$ cat src/rtl/sca_next_block_sel.sv
// SCA next-block selector: tracks which of the 16 SCA storage blocks are free,
// picks the free block nearest (in Hamming order) to RDADR on each NBSEL strobe,
// flags SCA-full and maintains a free-block counter.
// Optional build macro NBSEL_BMEM_EN exposes the occupancy map on BMEM.
// Parameter TMR=1 triplicates every state register behind a bitwise majority vote.
module sca_next_block_sel #(
  parameter int unsigned TMR       = 0,
  parameter int unsigned FREE_INIT = 9
) (
  input  logic        CLK,
  input  logic        RST_N,
  input  logic        WRENA,
  input  logic        SELA,
  input  logic        NBSEL,
  input  logic [3:0]  BADR,
  input  logic [3:0]  RDADR,
  output logic [3:0]  NADR,
  output logic [15:0] BMEM,
  output logic [3:0]  NFREE_BLKS,
  output logic        SCAFULL
);

  localparam int unsigned ADR_W  = 4;
  localparam int unsigned N_CAND = 15;

  // Hamming-order neighbour masks, M[0] in the least significant nibble:
  // single-bit flips first, then two-bit, three-bit and finally all four bits.
  localparam logic [N_CAND*ADR_W-1:0] MASK_TAB = {
    4'hF, 4'hE, 4'hD, 4'hB, 4'h7, 4'hC, 4'hA, 4'h9,
    4'h6, 4'h5, 4'h3, 4'h8, 4'h4, 4'h2, 4'h1
  };

  // Complete state of the block, so redundancy is applied in one place.
  typedef struct packed {
    logic [15:0] map;      // 1 = block free
    logic [3:0]  nadr;
    logic        scafull;
    logic [3:0]  nfree;
    logic        dwr;      // delayed write strobe
    logic        ddat;     // delayed written map bit
    logic        dsel;     // delayed SELA
    logic        dfull;    // delayed SCAFULL
    logic        sf_clr;   // suppress SCAFULL until first NBSEL after reset
  } st_t;

  localparam st_t ST_RST = '{
    map:     16'h55FF,
    nadr:    4'h0,
    scafull: 1'b0,
    nfree:   4'(FREE_INIT),
    dwr:     1'b0,
    ddat:    1'b0,
    dsel:    1'b0,
    dfull:   1'b0,
    sf_clr:  1'b1
  };

  st_t               st_q;
  st_t               st_d;
  logic [N_CAND-1:0] cand_c;
  logic [3:0]        sel_nadr_c;
  logic              wdat_c;

  // Candidate vector and lowest-index free neighbour (falls back to ~RDADR).
  always_comb begin
    cand_c     = '0;
    sel_nadr_c = ~RDADR;
    for (int k = 0; k < N_CAND; k++) begin
      cand_c[k] = st_q.map[RDADR ^ MASK_TAB[k*ADR_W +: ADR_W]];
    end
    for (int k = N_CAND - 1; k >= 0; k--) begin
      if (cand_c[k]) sel_nadr_c = RDADR ^ MASK_TAB[k*ADR_W +: ADR_W];
    end
  end

  // Odd addresses in the upper half (9, 11, 13, 15) can never be released.
  always_comb begin
    wdat_c = SELA ? 1'b0 : ~(BADR[3] & BADR[0]);
  end

  // Next-state: map write, next-block select, delay pipeline and counter.
  always_comb begin
    st_d = st_q;

    if (WRENA) st_d.map[BADR] = wdat_c;

    if (NBSEL) begin
      st_d.nadr    = sel_nadr_c;
      st_d.scafull = st_q.sf_clr ? 1'b0 : ~|cand_c;
      st_d.sf_clr  = 1'b0;
    end

    st_d.dwr   = WRENA;
    st_d.ddat  = wdat_c;
    st_d.dsel  = SELA;
    st_d.dfull = st_q.scafull;

    // Allocations issued while full were not real allocations; skip them.
    if (st_q.dwr && !(st_q.dsel && st_q.dfull)) begin
      if (st_q.ddat) begin
        if (st_q.nfree != 4'hF) st_d.nfree = st_q.nfree + 4'd1;
      end else begin
        if (st_q.nfree != 4'h0) st_d.nfree = st_q.nfree - 4'd1;
      end
    end
  end

  generate
    if (TMR != 0) begin : g_tmr
      st_t st_a_q, st_b_q, st_c_q;

      // Three independent copies of the state.
      always_ff @(posedge CLK or negedge RST_N) begin
        if (!RST_N) begin
          st_a_q <= ST_RST;
          st_b_q <= ST_RST;
          st_c_q <= ST_RST;
        end else begin
          st_a_q <= st_d;
          st_b_q <= st_d;
          st_c_q <= st_d;
        end
      end

      // Bitwise majority vote feeds both outputs and next-state logic.
      assign st_q = st_t'((st_a_q & st_b_q) | (st_a_q & st_c_q) | (st_b_q & st_c_q));
    end else begin : g_single
      // Single state register.
      always_ff @(posedge CLK or negedge RST_N) begin
        if (!RST_N) st_q <= ST_RST;
        else        st_q <= st_d;
      end
    end
  endgenerate

  assign NADR       = st_q.nadr;
  assign SCAFULL    = st_q.scafull;
  assign NFREE_BLKS = st_q.nfree;

`ifdef NBSEL_BMEM_EN
  assign BMEM = st_q.map;
`else
  assign BMEM = 16'h0000;
`endif

endmodule

$ cat config.mk
export PLATFORM = sky130hd
export DESIGN_NAME = sca_next_block_sel
export DESIGN_NICKNAME = d
export VERILOG_FILES = /design/src/rtl/sca_next_block_sel.sv
export SDC_FILE = /design/constraint.sdc
export NUM_CORES = 1
export LEC_CHECK = 0
export CORE_MARGIN = 8
export CORE_UTILIZATION = 29
export DETAILED_ROUTE_END_ITERATION = 12
export DONT_BUFFER_PORTS = 1
export HOLD_SLACK_MARGIN = 0.08
export PLACE_DENSITY_LB_ADDON = 0.05
export SLEW_MARGIN = 20
export SYNTH_ARGS = -nofsm -noshare
export SYNTH_HDL_FRONTEND = slang
export SYNTH_SLANG_ARGS = --single-unit
$ cat constraint.sdc
create_clock -name CLK -period 6.6 [get_ports CLK]
set_input_delay 1.32 -clock CLK [delete_from_list [all_inputs] [get_ports CLK]]
set_output_delay 1.32 -clock CLK [all_outputs]
set_load 0.01 [all_outputs]
==> reports/results.ini, run 1 <==
[timing]
skew_ns=0.00419
clock.fmax_ghz=0.300
slew_headroom_pct=53.8
tns_ns=0
tightest_slew_ns=0.692
period_share_pct=50.5
final-hold-violation-count=0
rsz0062_at_grt=no
min_period_ns=3.33
maxSlewViolCount=0
setup_viol=0
setup_ws_ns=3.27

[setup_path]
crit_fanout=22
r2r_start=st_q[14]$_DFFE_PN1P_
cp_slowest_cell=mux4_1
cp.arrival_ns=3.51
worst_r2r_endpoint=NADR[0]$_DFFE_PN0P_
worstSetupStartpointType=input pin
reg2regPathDepth=7
required_ns=6.78
cp_slowest_stage_delay_ns=0.69
cp-end-kind=flop
path_class=input pin to flop
r2r_slack_ns=3.95
path_cells=mux4_1, mux4_2, or2_1, nor2_1, a21oi_1, or3_1, a31o_1

[synthesis]
synth_area_sq_mm=0.00285
yosys.area_share.simple_pct=14.5
synth_area_leaders=mux4_2 (17%), dfstp_2 (14%), dfrtp_1 (13%)
synth_fa_ha_area_share_pct=1.58
synth_xor_area_share_pct=2.15
ys_async_sr_fraction_pct=100
synth_top_cell_by_area=mux4_2
synth_top_area_share_pct=16.6
avgSynthCellArea_sq_um=10.3
synth_edf_count=0
synth.distinct_cells=49
yosys_warnings=0
synth-compound-area-share_pct=12.9
ys_seq_elements=30
synth_top_family_by_area=multiplexers
syn_inst=277
synth.area.mux_share_pct=30.1
synthFlopType=dfstp_2
yosysSeqAreaShare_pct=27.0

[final_layout]
final_cells=397
final_cell_area_sq_mm=0.00285
final_core_util_pct=29.6
layout-drive-gt1-share_pct=22.0
synthToLayoutAreaGrowth_pct=-0.0440
nets=279
n_antenna_cell=0
fillCellCount=1028

[grt]
overflow=0
grtUsageTotal_pct=11.8
grt_pass1_wl_um=12200
grt_max_degree=31
grt_antenna_before_repair=0
grt_pass1_vias=2062

[job]
max_cap_viol_count=0

[clock_network]
hold_buffers=0
root_buffer=clkbuf_8
clk_pin_slew_ns=0.07
ctsResizeCount=0
clock_latency_ns=0.28
postCtsSetupBuffers=0
cts_made_buffers=5
clock_sinks=30
htreeDepth=2
cts_tree=built
clk_path_buf_depth=2

[power_and_ir_drop]
pwr-share-comb_pct=40.7
p_per_area_mw_per_mm2=275
irDropWorstVdd_mv=0.125
p_seq_share_pct=39.3
switching_share_pct=37.8
pwr-share-clk_pct=20.0
p_leak_nw=1.07
p_int_w=0.000487
p_switching_w=0.000296

[floorplan]
die_w_um=115
pin_count=38
core_area_sq_mm=0.00964
rows=36
die_area_sq_mm=0.0133
initial_core_util_pct=29.6
fp.dieH_um=115

[route]
drtIter0Drc=163
wire_per_inst_um=18.6
vias=2042
vias_per_cell=5.14
drc=0
first_pass_iters=4
antenna_left=0
wirelength_um=7400

[hold_path]
hold_depth=1
hold_end=st_q[0]$_DFFE_PN1P_
hp-class=flop to flop
min-delay-start=st_q[0]$_DFFE_PN1P_

[placement]
globalplace.congestion=0.792
post-place-cells=389
dp_hpwl_um=5560
dpl_worst_slack_ns=2.97
port_buffers=0
placed_cell_area_sq_mm=0.00276

[status]
status=complete, no violations

layer usage:
layer	part of all wire (%)	GRT usage, %	up-vias
met5	0	0	-
met4	0.88	2.89	0
met3	4.1	2.47	6
met2	48	18.4	37
met1	46	16.2	1028
li1	-	-	971
power by group through the flow:
stage	clock network (W)	logic [W]	registers [W]
6_report	0.000157	0.000319	0.000308
2_1_floorplan	0	0.000322	0.000278
4_1_cts	0.000164	0.000320	0.000309
3_3_place_gp	0	0.000320	0.000313
5_1_grt	0.000171	0.000357	0.000320
3_5_place_dp	0	0.000319	0.000312
placed cells by master (no fill, tap or decap), drive strengths merged, types with 2 or more instances in the layout:
cell,count
dfstp,15
o211ai,2
nor2b,6
a31o,2
nor2,34
a211oi,4
nor4,2
mux2i,8
mux2,13
nor3,8
dfrtp,15
nor3b,2
ha,2
o21ai,7
nand2b,3
xnor2,7
o21a,4
nand4,2
a31oi,4
a311oi,2
conb,16
a21oi,23
nand2,21
or3,2
a22oi,4
nand3,4
mux4,27
inv,5
clkbuf,7
flip-flops by register name, summed over array words and instances (netlist names):
register,flops
NFREE_BLKS,4
st_q,21
NADR,4
SCAFULL,1
stage by stage:
stage | hold slack (ns) | total power (W)
floorplan | 0.435 | 0.000599
global placement | 0.479 | 0.000633
detailed placement | 0.476 | 0.000631
CTS | 0.488 | 0.000793
global route | 0.499 | 0.000847
finish | 0.484 | 0.000783
cell usage after synthesis (all sizes together) (4+ instances only):
cell     n
a21oi   23
nand3    4
mux2i    8
a31oi    4
buf     28
o21ai    7
nand2   21
nor2b    6
clkbuf   7
a22oi    4
inv      5
xnor2    7
dfrtp   15
nor3     8
dfstp   15
a211oi   4
mux2    13
o21a     4
mux4    27
nor2    34
final cells by class:
cell class	count	area [sq um]	share of cell area, %
clock buffers	7	86.3	3.03
well taps	133	166	5.84
multi-input cells	221	1800	63.3
inverters	5	18.8	0.658
clock inverters	1	5.00	0.176
flip-flops and latches	30	769	27.0
cell families after synthesis:
| logic type | count (synthesis) |
|---|---|
| multiplexers | 48 |
| flip-flops | 30 |
| other | 1 |
| adder cells (fa/ha/maj) | 3 |
| AO/OA/AOI/OAI | 58 |
| XOR/XNOR | 7 |
| buffers and inverters | 41 |
| AND/OR/NAND/NOR | 89 |
how the worst max path moves through the flow:
stage / startpoint / endpoint / depth (start not counted)
CTS: RDADR[0] / NADR[0]$_DFFE_PN0P_ / 7
global placement: RDADR[0] / NADR[0]$_DFFE_PN0P_ / 7
detailed placement: RDADR[0] / NADR[0]$_DFFE_PN0P_ / 7
finish: RDADR[0] / NADR[0]$_DFFE_PN0P_ / 7
global route: RDADR[0] / NADR[0]$_DFFE_PN0P_ / 7
floorplan: RDADR[1] / NADR[0]$_DFFE_PN0P_ / 9
critical path, delay by kind of cell:
kind	cells	cell delay, ns
AOI/OAI and AO/OA	2	0.29
muxes	2	1.24
and+or+nand+nor	3	0.65
(Power assumes the default switching activity.)
==> run 2: changes to the inputs <==
clock period = 3.1 ns   (was 6.6 ns; I/O delays follow)
==> run 2 against run 1 <==
Setup slack worse by 2.9 ns. Routed wire length up 1.2%. Cell area up 2.3%. Combinational power up 120%. Critical path depth unchanged.
==> reports/results.ini, run 2 (synthesis gave the netlist of run 1 again) <==
[status]
status=complete, no violations  ; unchanged

[timing]
period_share_pct=86.9
slew_headroom_pct=49.0  ; was 53.8%
final-hold-violation-count=0  ; unchanged
tns_ns=0  ; unchanged
setup_viol=0  ; unchanged
tightest_slew_ns=0.763  ; was 0.692 ns
rsz0062_at_grt=no  ; unchanged
skew_ns=0.00588  ; was 0.00419 ns
maxSlewViolCount=0  ; unchanged
setup_ws_ns=0.406  ; was 3.27 ns
min_period_ns=2.69
clock.fmax_ghz=0.371

[grt]
overflow=0  ; unchanged
grt_antenna_before_repair=0  ; unchanged
grt_pass1_vias=2039  ; was 2062
met2_usage_pct=18.3  ; was 18.4%
grt_pass1_wl_um=11900  ; was 12200 um
grtUsageTotal_pct=11.6  ; was 11.8%
grt_max_degree=31  ; unchanged
met3_usage_pct=2.15  ; was 2.47%
met1_usage_pct=15.6  ; was 16.2%
busiest_layer=met2  ; unchanged

[power_and_ir_drop]
irDropWorstVdd_mv=0.333  ; was 0.125 mV
pwr-share-comb_pct=39.8  ; was 40.7%
pwr-share-clk_pct=23.3  ; was 20.0%
p_leak_nw=1.10  ; was 1.07 nW
p_switching_w=0.000635  ; was 0.000296 W
p_per_area_mw_per_mm2=606  ; was 275 mW/mm^2
p_seq_share_pct=36.9  ; was 39.3%
switching_share_pct=35.9  ; was 37.8%
p_int_w=0.00113  ; was 0.000487 W

[final_layout]
layout-drive-gt1-share_pct=23.0  ; was 22.0%
nets=284  ; was 279
final_common_cell=nor2_1  ; unchanged
final_cells=402  ; was 397
synthToLayoutAreaGrowth_pct=2.24  ; was -0.0440%
regMostFlops=st_q  ; unchanged
largest_register_ff_count=21  ; unchanged
final_cell_mix=nor2_1 (34), a21oi_1 (23), nand2_1 (21), mux4_2 (21), conb_1 (16)  ; unchanged
n_antenna_cell=0  ; unchanged

[clock_network]
clk_pin_slew_ns=0.07  ; about the same
clock_sinks=30  ; unchanged
postCtsSetupBuffers=0  ; unchanged
htreeDepth=2  ; unchanged
clk_path_buf_depth=2  ; unchanged
ctsResizeCount=0  ; unchanged
cts_made_buffers=5  ; unchanged
cts_tree=built  ; unchanged
hold_buffers=1  ; was 0
root_buffer=clkbuf_8  ; unchanged
clock_latency_ns=0.28  ; about the same

[route]
antenna_left=0  ; unchanged
drc=0  ; unchanged
wirelength_um=7490  ; was 7400 um
vias_per_cell=5.24  ; was 5.14
vias=2106  ; was 2042
wire_per_inst_um=18.6  ; about the same
drtIter0Drc=94  ; was 163
first_pass_iters=4  ; unchanged

[setup_path]
path_class=flop to flop  ; was input pin to flop
cp_slowest_stage_delay_ns=0.59  ; was 0.69 ns
cp_slowest_cell=mux4_2  ; was mux4_1
path_cells=mux4_2, mux4_2, or2_1, nor2_1, a21oi_1, or3_1, a31o_1  ; was mux4_1, mux4_2, or2_1, nor2_1, a21oi_1, or3_1, a31o_1
cp_top_family=multiplexers  ; unchanged
cp.arrival_ns=2.87  ; was 3.51 ns
crit_buf_inv=0  ; unchanged
crit_fanout=7  ; was 22
worstSetupStartpointType=flop  ; was input pin
cp-end-kind=flop  ; unchanged
cpMostUsedCell=mux4_2
required_ns=3.27  ; was 6.78 ns

[placement]
dp_hpwl_um=5660  ; was 5560 um
dpl_worst_slack_ns=0.224  ; was 2.97 ns
port_buffers=0  ; unchanged
post-place-cells=393  ; was 389
globalplace.congestion=0.832  ; was 0.792

[floorplan]
core_area_sq_mm=0.00964  ; unchanged
initial_core_util_pct=29.6  ; unchanged
rows=36  ; unchanged
fp.dieH_um=115  ; unchanged
die_area_sq_mm=0.0133  ; unchanged
die_w_um=115  ; unchanged
pin_count=38  ; unchanged

[job]
max_cap_viol_count=0  ; unchanged

[hold_path]
hp-class=input pin to asynchronous set/reset pin  ; was flop to flop

## run 2: changes by cell type in the layout (fill, tap and decap cells not counted), sizes merged
cell         before  now
buf               0    4
bufinv            0    1
clkinv            1    0
dlygate4sd3       0    1
## run 2: area by class of cell
type                       count  area, sq um
clock buffer                   7         86.3
clock inverter                 1         30.0
fill                        1033         6720
inverter                       5         18.8
multi-input combinational    221         1800
sequential                    30          769
tap                          133          166
timing repair buffer           5         40.0
## run 2: final timing paths
path,end,slack [ns],depth (start not counted),start
max,NADR[0]$_DFFE_PN0P_,0.41,7,st_q[29]$_DFFE_PN0P_
min,st_q[26]$_DFFE_PN1P_,0.17,0,RST_N
max reg2reg,NADR[0]$_DFFE_PN0P_,0.41,7,st_q[29]$_DFFE_PN0P_
min reg2reg,st_q[0]$_DFFE_PN1P_,0.48,1,st_q[0]$_DFFE_PN1P_
max in group asynchronous,NADR[0]$_DFFE_PN0P_,1.77,1,RST_N
min in group CLK,st_q[4]$_DFF_PN0_,0.36,0,WRENA
## run 2: through the flow
step           hold WS (ns)  util (%)  total power [W]  instance area, sq um
2_1_floorplan         0.324         -          0.00128                  2910
3_3_place_gp          0.326      28.9          0.00136                  2790
3_5_place_dp          0.327      28.9          0.00136                  2790
4_1_cts               0.164      30.2          0.00179                  2920
5_1_grt               0.153      30.2          0.00190                  2920
6_report              0.173      30.2          0.00177                  2920
## run 2: layer usage
layer | part of all wire [%] | up-vias | wire, um
li1 | - | 990 | -
met1 | 47 | 1061 | 3490
met2 | 48 | 45 | 3570
met3 | 4.1 | 10 | 310
met4 | 1.5 | 0 | 116
met5 | 0 | - | 0
## run 2: worst reg2reg max path, cell delays in order (launching register included)
cell     delay, ns
dfrtp_1       0.46
mux4_2        0.59
mux4_2        0.55
or2_1         0.25
nor2_1        0.12
a21oi_1       0.09
or3_1         0.31
a31o_1        0.22
## run 2: power by group through the flow
stage	clock network, W	logic (W)	registers [W]
floorplan	0	0.000685	0.000591
finish	0.000412	0.000703	0.000653
global route	0.000443	0.000778	0.000675
CTS	0.000427	0.000706	0.000657
global placement	0	0.000701	0.000662
detailed placement	0	0.000697	0.000664
